## config.mk

```make
export PLATFORM = sky130hd
export DESIGN_NAME = ppfifo_stream_writer
export DESIGN_NICKNAME = d
export VERILOG_FILES = /design/src/rtl/ppfifo_stream_writer.sv
export SDC_FILE = /design/constraint.sdc
export NUM_CORES = 1
export LEC_CHECK = 0
export CAP_MARGIN = 20
export CELL_PAD_IN_SITES_DETAIL_PLACEMENT = 1
export CELL_PAD_IN_SITES_GLOBAL_PLACEMENT = 1
export CORE_UTILIZATION = 41
export CTS_BUF_LIST = sky130_fd_sc_hd__clkbuf_16
export DETAILED_ROUTE_END_ITERATION = 6
export PLACE_DENSITY = 0.95
export SLEW_MARGIN = 5
export SYNTH_ARGS = -nofsm -noshare
export SYNTH_HDL_FRONTEND = slang
export SYNTH_SLANG_ARGS = --single-unit
```

## constraint.sdc

```tcl
create_clock -name clk -period 6.8 [get_ports clk]
set_input_delay 1.36 -clock clk [delete_from_list [all_inputs] [get_ports clk]]
set_output_delay 1.36 -clock clk [all_outputs]
set_load 0.1 [all_outputs]
```

## src/rtl/ppfifo_stream_writer.sv

```systemverilog
// Producer-side adapter: valid/ready word stream into ping-pong FIFO buffers.
// Ports: clk/rst_n, i_stream_* (source), o_stream_ready, i_write_* / o_write_* (FIFO side), o_block_count, o_idle.
module ppfifo_stream_writer #(
    parameter int DATA_WIDTH    = 32,
    parameter int FLUSH_TIMEOUT = 16
) (
    input  logic                  clk,
    input  logic                  rst_n,
    input  logic                  i_stream_valid,
    output logic                  o_stream_ready,
    input  logic [DATA_WIDTH-1:0] i_stream_data,
    input  logic                  i_stream_last,
    input  logic [1:0]            i_write_ready,
    output logic [1:0]            o_write_activate,
    input  logic [23:0]           i_write_fifo_size,
    output logic                  o_write_strobe,
    output logic [DATA_WIDTH-1:0] o_write_data,
    output logic [23:0]           o_block_count,
    output logic                  o_idle
);

    typedef enum logic [1:0] {
        S_IDLE,
        S_FILL,
        S_RELEASE
    } state_t;

    localparam logic [23:0] TMO_LAST =
        (FLUSH_TIMEOUT > 0) ? 24'(FLUSH_TIMEOUT - 1) : 24'd0;

    state_t      state_q;
    state_t      state_d;
    logic        sel_q;
    logic        sel_d;
    logic        last_buf_q;
    logic [23:0] timer_q;
    logic        acquire;
    logic        xfer;
    logic        full_hit;
    logic        timeout;

    always_ff @(posedge clk or negedge rst_n) begin
        if (!rst_n) begin
            state_q <= S_IDLE;
        end else begin
            state_q <= state_d;
        end
    end

    always_comb begin
        state_d        = state_q;
        sel_d          = sel_q;
        acquire        = 1'b0;
        o_stream_ready = 1'b0;
        xfer           = 1'b0;
        full_hit       = 1'b0;
        timeout        = 1'b0;
        unique case (state_q)
            S_IDLE: begin
                if ((i_write_ready != 2'b00) && (i_write_fifo_size != 24'd0)) begin
                    acquire = 1'b1;
                    state_d = S_FILL;
                    // Alternate when both are free, else take the only free one.
                    sel_d   = (&i_write_ready) ? ~last_buf_q : i_write_ready[1];
                end
            end
            S_FILL: begin
                o_stream_ready = (o_block_count < i_write_fifo_size);
                xfer           = i_stream_valid & o_stream_ready;
                full_hit       = ((o_block_count + 24'd1) == i_write_fifo_size);
                timeout        = (FLUSH_TIMEOUT != 0) && (o_block_count != 24'd0)
                                 && (timer_q == TMO_LAST);
                if (xfer && (full_hit || i_stream_last)) begin
                    state_d = S_RELEASE;
                end else if (!xfer && timeout) begin
                    state_d = S_RELEASE;
                end
            end
            S_RELEASE: begin
                state_d = S_IDLE;
            end
            default: begin
                state_d = S_IDLE;
            end
        endcase
    end

    always_ff @(posedge clk or negedge rst_n) begin
        if (!rst_n) begin
            o_write_activate <= 2'b00;
            o_write_strobe   <= 1'b0;
            o_write_data     <= '0;
            o_block_count    <= 24'd0;
            timer_q          <= 24'd0;
            sel_q            <= 1'b0;
            last_buf_q       <= 1'b1;
        end else begin
            o_write_strobe <= xfer;
            if (xfer) begin
                o_write_data  <= i_stream_data;
                o_block_count <= o_block_count + 24'd1;
                timer_q       <= 24'd0;
            end else if ((state_q == S_FILL) && (o_block_count != 24'd0)
                         && (timer_q != 24'hFF_FFFF)) begin
                timer_q <= timer_q + 24'd1;
            end
            if (acquire) begin
                o_write_activate <= sel_d ? 2'b10 : 2'b01;
                sel_q            <= sel_d;
                o_block_count    <= 24'd0;
                timer_q          <= 24'd0;
            end
            // Activate is held through RELEASE so the last strobe lands while owned.
            if (state_q == S_RELEASE) begin
                o_write_activate <= 2'b00;
                last_buf_q       <= sel_q;
            end
        end
    end

    assign o_idle = (state_q == S_IDLE) && (o_write_activate == 2'b00);

endmodule

```

==> run summary <==
status: completed
CP startpoint kind: primary input
#FFs+latches synth: 87
Setup Total Neg Slack: 0 ns
layout net count: 873
Root Buffer: clkbuf_16
PortBufs: 122
RD Place Congestion: 0.924
total CTS buffers: 9
fraction of layout cells with a size suffix above 1: 4.94%
Synth-to-Final Area Change: 27.2%
FF-to-FF Start: o_block_count[2]
reg2reg path depth: 7
PwrDens: 389 nW/µm²
DRT Wirelength: 21000 µm
switching power: 1570 µW
DRC violations left: 0
# hold bufs at CTS: 0
number of synthesized flops with an enable pin: 0
Wirelength per Cell: 21.8 µm
Max rail drop VDD: 0.000437 V
Tot Pwr: 2840 µW
global route overflow: 0
max-slew violation count: 0
count of cell types in the netlist: 65
RSZ-0062 raised after global routing: false
Reg-to-Reg End: state_q[0]
largest net degree at the start of global routing: 54
Antenna Cells: 0
global-route wire length before repair: 33800 µm
DRT Pass-1 Iters: 4
CP Data Arrival Time: 4.01 ns
Syn Std Cell Area: 5750 µm²
die width: 120 µm
CP Capture Type: output port
io pins: 123
clk_skew: 0.0104 ns
antenna violations before repair: 0
Hold Fails Final Rpt: 0
CP Max Fanout: 7
max-cap violation count: 0
Worst Max-Slew Pin Slew: 1.04 ns
Iter 0 DRT Violations: 391
internal power: 1270 µW
Post-Synthesis Cells: 685
initial core utilization: 42.7%
core footprint: 13500 µm²
Synth warnings: 0
routed via count: 5756
final setup violating endpoints: 0
Worst Setup EP: o_stream_ready
min Tclk post-route: 5.37 ns
Hold WC Path Type: register to register
Mean Syn Cell Area: 8.39 µm²
Fillers: 1623
post_cts resized: 0
Die Span Y: 120 µm
ys flop type: dfrtp_1
Reg clk slew, reported paths: 0.07 ns
DP Wirelength: 14600 µm
placed cells: 949
post-CTS setup buffer count: 0
R2R setup slack: 3.34 ns
Pleak: 0.00326 µW
sw frac: 55.2%
gr usage total: 30.2%
Comb power frac: 55.5%
floorplan row count: 42
post-route ant nets: 0
fin crit share: 78.9%
FFs w/ async S/R, synth: 100%
Clock Sinks: 87
Seq/Total Area, Yosys: 37.9%
critical path data required time: 5.44 ns
number of global-route vias before repair: 6310
DIE AREA: 14500 µm²
CTS tree: done
Seq pwr share: 25.8%
fin cells: 965
CTS HTree Levels: 3
syn nets: 774
clk buf depth: 2
Clock power frac: 18.7%
critical path type: primary input to output port
Vias/cell: 5.96
fmax: 186 MHz
Worst Setup SP: i_write_fifo_size[21]
Max transition margin: 30.8%
Clock Latency Late Sink: 0.35 ns
==> metrics by stage <==
step / area [µm²] / util [%] / hold slack (ns) / setup WS [ns]
2_1_floorplan: 5750 / - / 0.471 / 1.07
3_3_place_gp: 7000 / 52.1 / 0.457 / 1.61
3_5_place_dp: 7000 / 52.1 / 0.466 / 1.49
4_1_cts: 7310 / 54.3 / 0.495 / 1.46
5_1_grt: 7310 / 54.3 / 0.510 / 1.33
6_report: 7310 / 54.3 / 0.494 / 1.43
==> worst max-delay path, stage by stage <==
cell and delay, ns:
clkdlybuf4s50_1 0.54, inv_1 0.08, ha_1 0.31, nand4_1 0.19
or2_1 0.33, a2111o_1 0.41, o221ai_2 0.34, nor3_1 0.17
buf_4 0.27
==> Yosys cell counts (all sizes together) (5+ instances only) <==
library cell | count | area (µm²)
inv | 41 | 154
nor2b | 6 | 37.5
dfrtp | 86 | 2150
nor3 | 22 | 110
and3 | 11 | 68.8
or2 | 5 | 31.3
mux2i | 6 | 60.1
a21oi | 26 | 130
or3 | 14 | 87.6
o21ai | 29 | 145
xor2 | 13 | 114
a31oi | 5 | 31.3
buf | 23 | 150
xnor2 | 37 | 324
nand2 | 131 | 492
nand3 | 29 | 150
a21o | 16 | 120
nor2 | 39 | 149
and4 | 11 | 98.8
ha | 27 | 338
nand4 | 25 | 178
clkbuf | 14 | 52.6
nor4 | 24 | 171
==> worst min path at each step <==
stage / start / endpoint / slack, ns / depth (start not counted)
after floorplan: sel_q / sel_q / 0.47 / 2
after CTS: o_write_data[15] / o_write_data[15] / 0.49 / 2
after global placement: o_write_data[29] / o_write_data[29] / 0.46 / 2
after detailed placement: o_write_data[16] / o_write_data[16] / 0.47 / 2
after global routing: o_write_data[14] / o_write_data[14] / 0.51 / 2
final: o_write_data[15] / o_write_data[15] / 0.49 / 2
==> sequential cells by signal (all words and copies together), names as in the netlist <==
signal,flops
o_write_data,32
o_write_strobe,1
o_block_count,24
timer_q,24
state_q,2
sel_q,1
last_buf_q,1
o_write_activate,2
==> cell usage in the layout, fill, tap and decap left out, drive strengths merged, types with 22 or more instances in the layout <==
master and instances:
a21oi 26, clkdlybuf4s50 120, dfrtp 86, ha 27
inv 45, nand2 131, nand3 29, nand4 25
nor2 39, nor3 22, nor4 24, o21ai 29
xnor2 37
==> cell type report <==
class,instances,area [µm²],share of cell area [%]
sequential,87,2180,29.8
clock inverter,7,80.1,1.10
timing repair buffer,125,1240,16.9
inverter,41,154,2.11
clock buffer,9,225,3.08
tap,176,220,3.01
multi-input combinational,520,3210,43.9
==> power by group through the flow <==
| stage | Sequential, µW | Clock [µW] | Combinational, µW |
|---|---|---|---|
| floorplan | 1470 | 0 | 392 |
| CTS | 733 | 536 | 1580 |
| global route | 746 | 554 | 1640 |
| finish | 734 | 530 | 1580 |
| detailed placement | 736 | 0 | 1550 |
| global placement | 722 | 0 | 1510 |
==> logic make-up (layout without fill, tap and decap cells) <==
logic type | count (synthesis) | after routing | synth area share [%]
AO/OA/AOI/OAI | 102 | 102 | 11.5
XOR/XNOR | 50 | 50 | 7.62
adder cells (fa/ha/maj) | 27 | 27 | 5.88
buffers and inverters | 78 | 182 | 6.20
flip-flops | 87 | 87 | 37.9
multiplexers | 7 | 7 | 1.24
AND/OR/NAND/NOR | 334 | 334 | 29.7
==> per-layer routing <==
| metal | GRT usage (%) | routed length (µm) |
|---|---|---|
| met4 | 17.4 | 937 |
| met1 | 36.2 | 8590 |
| met5 | 0 | 0 |
| met2 | 50.0 | 10100 |
| met3 | 6.75 | 1390 |
Power figures use the tool's default switching activity.
